[src/rtl/reg_share_pkg.sv]
// Shared definitions for the round-robin shared-register arbiter.
package reg_share_pkg;

  localparam int N_DEF = 4;
  localparam int W_DEF = 8;

  typedef enum logic [1:0] {
    IDLE = 2'd0,
    LOAD = 2'd1,
    ACK  = 2'd2
  } state_e;

endpackage

[src/rtl/reg_share_arb_rr_pick.sv]
// Round-robin pick: the first set request bit at or above ptr, wrapping at N-1.
module rr_pick #(
  parameter int N  = 4,
  parameter int IW = $clog2(N)
) (
  input  logic [N-1:0]  req,
  input  logic [IW-1:0] ptr,
  output logic          hit,
  output logic [IW-1:0] idx
);

  logic [IW:0] pos;

  // Scan from the farthest offset down, so the nearest set bit after ptr wins.
  always_comb begin
    hit = 1'b0;
    idx = '0;
    pos = '0;
    for (int k = N - 1; k >= 0; k--) begin
      pos = {1'b0, ptr} + (IW+1)'(k);
      if (pos >= (IW+1)'(N)) pos = pos - (IW+1)'(N);
      if (req[pos[IW-1:0]]) begin
        hit = 1'b1;
        idx = pos[IW-1:0];
      end
    end
  end

endmodule

[src/rtl/reg_share_arb.sv]
// Shared register arbiter: N requesters take turns writing one W-bit register
// through an IDLE -> LOAD -> ACK handshake, winners chosen round-robin.
// Optional macro REG_SHARE_LOCK_EN adds a per-requester lock input that keeps
// the current owner for another load straight from ACK.
module reg_share_arb
  import reg_share_pkg::*;
#(
  parameter int N = N_DEF,
  parameter int W = W_DEF
) (
  input  logic                 clk,
  input  logic                 rstn,
  input  logic [N-1:0]         req,
  input  logic [N*W-1:0]       d,
`ifdef REG_SHARE_LOCK_EN
  input  logic [N-1:0]         lock,
`endif
  output logic [N-1:0]         gnt,
  output logic [N-1:0]         ack,
  output logic [W-1:0]         q,
  output logic [$clog2(N)-1:0] owner,
  output logic                 busy
);

  localparam int IW = $clog2(N);

  state_e        state_q, state_d;
  logic [IW-1:0] owner_q, owner_d;
  logic [IW-1:0] ptr_q, ptr_d;
  logic [W-1:0]  data_q, data_d;
  logic          pick_hit;
  logic [IW-1:0] pick_idx;
  logic [IW-1:0] nxt_ptr;

  rr_pick #(.N(N), .IW(IW)) u_pick (
    .req (req),
    .ptr (ptr_q),
    .hit (pick_hit),
    .idx (pick_idx)
  );

  // Priority moves just past the requester that completed.
  assign nxt_ptr = (owner_q == IW'(N - 1)) ? '0 : owner_q + 1'b1;

  // Next-state, grant and ack decode; ptr only advances on a finished write.
  always_comb begin
    state_d = state_q;
    owner_d = owner_q;
    ptr_d   = ptr_q;
    data_d  = data_q;
    gnt     = '0;
    ack     = '0;
    case (state_q)
      IDLE: begin
        if (pick_hit) begin
          owner_d = pick_idx;
          state_d = LOAD;
        end
      end
      LOAD: begin
        gnt[owner_q] = 1'b1;
        if (req[owner_q]) begin
          data_d  = d[owner_q*W +: W];
          state_d = ACK;
        end else begin
          state_d = IDLE;
        end
      end
      ACK: begin
        ack[owner_q] = 1'b1;
`ifdef REG_SHARE_LOCK_EN
        if (lock[owner_q]) begin
          state_d = LOAD;
        end else begin
          state_d = IDLE;
          ptr_d   = nxt_ptr;
        end
`else
        state_d = IDLE;
        ptr_d   = nxt_ptr;
`endif
      end
      default: state_d = IDLE;
    endcase
  end

  // State registers; reset drops any transaction in flight.
  always_ff @(posedge clk or negedge rstn) begin
    if (!rstn) begin
      state_q <= IDLE;
      owner_q <= '0;
      ptr_q   <= '0;
      data_q  <= '0;
    end else begin
      state_q <= state_d;
      owner_q <= owner_d;
      ptr_q   <= ptr_d;
      data_q  <= data_d;
    end
  end

  assign q     = data_q;
  assign owner = owner_q;
  assign busy  = (state_q != IDLE);

endmodule

[config.mk]
export PLATFORM = sky130hd
export DESIGN_NAME = reg_share_arb
export DESIGN_NICKNAME = d
export VERILOG_FILES = /design/src/rtl/reg_share_pkg.sv /design/src/rtl/reg_share_arb_rr_pick.sv /design/src/rtl/reg_share_arb.sv
export SDC_FILE = /design/constraint.sdc
export NUM_CORES = 1
export LEC_CHECK = 0
export CAP_MARGIN = 40
export CORE_MARGIN = 8
export CORE_UTILIZATION = 36
export DETAILED_ROUTE_END_ITERATION = 10
export PLACE_DENSITY_LB_ADDON = 0.08
export SYNTH_ARGS = -nofsm -noshare
export SYNTH_HDL_FRONTEND = slang
export SYNTH_SLANG_ARGS = --single-unit
[constraint.sdc]
create_clock -name clk -period 1.73 [get_ports clk]
set_clock_uncertainty 0.05 [all_clocks]
set_input_delay 0.346 -clock clk [delete_from_list [all_inputs] [get_ports clk]]
set_output_delay 0.346 -clock clk [all_outputs]
set_load 0.005 [all_outputs]
==> impl_metrics.csv <==
group,metric,value,unit
run,maxCapViolations,0,
global_routing,grtUsageTotal,14.69,%
yosys,syn_inst,74,
power,switchingPower,0.9680,mW
power,p_int,1.915,mW
die,io_pins,57,
clocking,cts_root_buf,"clkbuf_4",
global_routing,grt_pass1_vias,1025,
yosys,yosys_warnings,0,
setup_path,crit_top_cell,"buf_6",
timing,slew_headroom,74.90,%
cells_and_area,n_fill_cell,154,
timing,fmax,0.5639,GHz
drt,post_drt_via_cell_ratio,4.995,
power,leakage,0.8172,nW
setup_path,reg2reg_to,"q[0]$_DFFE_PN0P_",
yosys,syn_area,927.1,um^2
power,power_frac_seq,21.5,%
run_status,status,"complete, but fails checks",
timing,setup_viol_count_final,10,
setup_path,path_cells,"and2b_2 > buf_6 > buf_6 > nand2_1 > o22ai_4 > buf_12 > mux2_4",
drt,drt_iter0_markers,14,
drt,wl,3.153,mm
cells_and_area,layout.nets,198,
cells_and_area,layout_commonest_cell,"clkdlybuf4s50_1",
setup_path,r2r-start,"state_q[1]$_DFFE_PN0P_",
setup_path,r2r_cells,7,
timing,fin_crit_sh,102.5,%
setup_path,cp_max_fo,5,
drt,drc_errors,0,
timing,setup_tns,-0.2872,ns
clocking,cts_buffer_depth,2,
yosys,synth-seq-cells,14,
die,fp-row-count,18,
timing,slew_viol_final,0,
drt,wl_per_cell,17.04,um
cells_and_area,n_antenna_cell,0,
die,core,2455,um^2
die,die_w,66.75,um
timing,worstMarginPinSlew,0.3716,ns
clocking,cts.sinks,14,
global_routing,grt_pass1_wl,5.023,mm
setup_path,cp-endpoint,"q[0]$_DFFE_PN0P_",
setup_path,required,1.85,ns
power,comb_power_share,70.2,%
cells_and_area,area_growth,100.8,%
clocking,cts_buffers,3,
setup_path,reg2reg_slack,-0.04,ns
place,post-dp-hpwl,2.297,mm
cells_and_area,final_cell_mix,"clkdlybuf4s50_1 (45), buf_4 (15), dfrtp_1 (13)",
die,die_h,66.75,um
setup_path,crit_path_top_delay_cell,"dfrtp_1",
die,initial_core_util,37.77,%
yosys,yosys.cell_types.count,22,
power,vdd_drop_max,1304,uV
drt,drtAntennaViolNets,0,
timing,hold_viol,0,
setup_path,crit_path_start,"state_q[1]$_DFFE_PN0P_",
setup_path,end_kind,"flip-flop",
setup_path,arrival,1.89,ns
hold_path,hp-class,"input pin to asynchronous set/reset pin",
drt,vias,924,
setup_path,cp_slowest_stage_delay,0.41,ns
timing,setup_ws,-0.04328,ns
place,port_buffers,56,
global_routing,grt_max_degree,15,
yosys,ys_seq_area_share,37.79,%
timing,timing.final.crit_period,1.773,ns
global_routing,overflow,0,
die,dieArea,4456,um^2
place,place.gp.congestion,0.8138,
power,clkPwrFrac,8.3,%
yosys,avgSynthCellArea,12.53,um^2
clocking,clock_latency,0.28,ns
setup_path,path_class,"flip-flop to flip-flop",
yosys,syn_nets,116,
clocking,clk_pin_slew,0.09,ns
place,dp_slack,-0.1667,ns
run_status,failed_checks,"negative setup slack",
cells_and_area,drive_gt1_share,43.87,%
timing,rsz0062_at_grt,"true",
clocking,cts_tree,"done",
global_routing,antenna_found_initial,0,
power,powerDensity,1548,nW/um^2
power,switching_share,33.58,%
drt,dr.pass1.iters,4,
clocking,cts.htree.levels,1,
setup_path,cp-start-kind,"flip-flop",
-- worst min-delay path by stage --
| stage | cells after the start | to |
|---|---|---|
| floorplan | 0 | owner[0]$_DFFE_PN0P_ |
| CTS | 2 | owner[1]$_DFFE_PN0P_ |
| finish | 2 | state_q[1]$_DFFE_PN0P_ |
| global route | 2 | owner[1]$_DFFE_PN0P_ |
| detailed placement | 1 | q[4]$_DFFE_PN0P_ |
| global placement | 1 | q[0]$_DFFE_PN0P_ |
-- through the flow --
step | cells | utilization (%) | hold slack [ns] | total power, mW | cell area, um^2
4_1_cts | 185 | 74.11 | 0.3235 | 2.830 | 1819
2_1_floorplan | 74 | - | 0.0004089 | 1.364 | 927.1
5_1_grt | 185 | 75.84 | 0.3312 | 3.072 | 1862
3_5_place_dp | 170 | 65.04 | 0.4463 | 2.079 | 1597
3_3_place_gp | 170 | 65.04 | 0.4425 | 2.031 | 1597
6_report | 185 | 75.84 | 0.3187 | 2.883 | 1862
-- power groups by stage --
stage	Clock [mW]	Sequential [mW]	Combinational [mW]
2_1_floorplan	0	0.614	0.750
3_3_place_gp	0	0.615	1.42
3_5_place_dp	0	0.617	1.46
4_1_cts	0.243	0.611	1.98
5_1_grt	0.259	0.641	2.17
6_report	0.239	0.619	2.02
-- final cells by class --
| type | instances | area, um^2 | area share, % |
|---|---|---|---|
| repair buffers | 79 | 777.0 | 41.73 |
| well taps | 30 | 37.54 | 2.016 |
| inverters | 6 | 30.03 | 1.613 |
| multi-input cells | 52 | 629.4 | 33.80 |
| clock buffers | 4 | 36.28 | 1.949 |
| flip-flops and latches | 14 | 351.6 | 18.88 |
-- flip-flops by register name (all words and copies together) (netlist names) --
| name | flops |
|---|---|
| q | 8 |
| owner | 2 |
| ptr_q | 2 |
| state_q | 2 |
-- metal layers --
layer	up-vias	part of all wire [%]	wire length (um)	GRT usage, %
met5	-	0	0	0
met4	0	0.54	17	1.067
met3	6	6.9	219	5.872
met2	36	56	1760	28.08
met1	449	37	1156	15.01
li1	433	-	-	-
-- cell usage after synthesis --
cell	n	area share, %
nand2b_1	1	0.68
mux2_2	9	11
o22ai_1	1	0.68
and2b_1	1	0.81
nor2_1	2	0.81
buf_6	1	1.2
and2_1	8	5.4
nor2b_1	1	0.68
nand2_1	4	1.6
o22ai_4	1	2.2
o21ai_0	4	2.2
buf_4	1	0.81
and3_1	1	0.68
dfrtp_1	14	38
a21boi_0	1	0.81
mux4_1	1	2.8
mux4_2	7	17
mux2i_1	2	2.2
ha_1	4	5.4
a21oi_1	2	1.1
o41ai_1	2	1.9
inv_1	6	2.4
-- cells by family after synthesis --
kind of cell    after synthesis  share of synthesized area (%)
mux                          19                          32.93
simple gates                 18                          10.66
flops                        14                          37.79
compound gates               11                          8.773
buf+inv                       8                          4.453
fa+ha+maj                     4                          5.398
-- worst max-delay path: cells and delay by family (launching register included) --
kind                   cells  cell delay [ns]
and+or+nand+nor            2             0.32
AOI/OAI and AO/OA          1             0.21
DFF                        1             0.41
buffers and inverters      3             0.36
muxes                      1             0.30
-- timing repair --
| item | in CTS | in global routing |
|---|---|---|
| hold buffers | 0 | 0 |
| pin swaps | 3 | 2 |
| endpoints found under the setup margin | 19 | 17 |
| cloned | 1 | 0 |
| resized for setup | 60 | 13 |
| buffers inserted | 11 | 0 |
(Power assumes the default switching activity.)
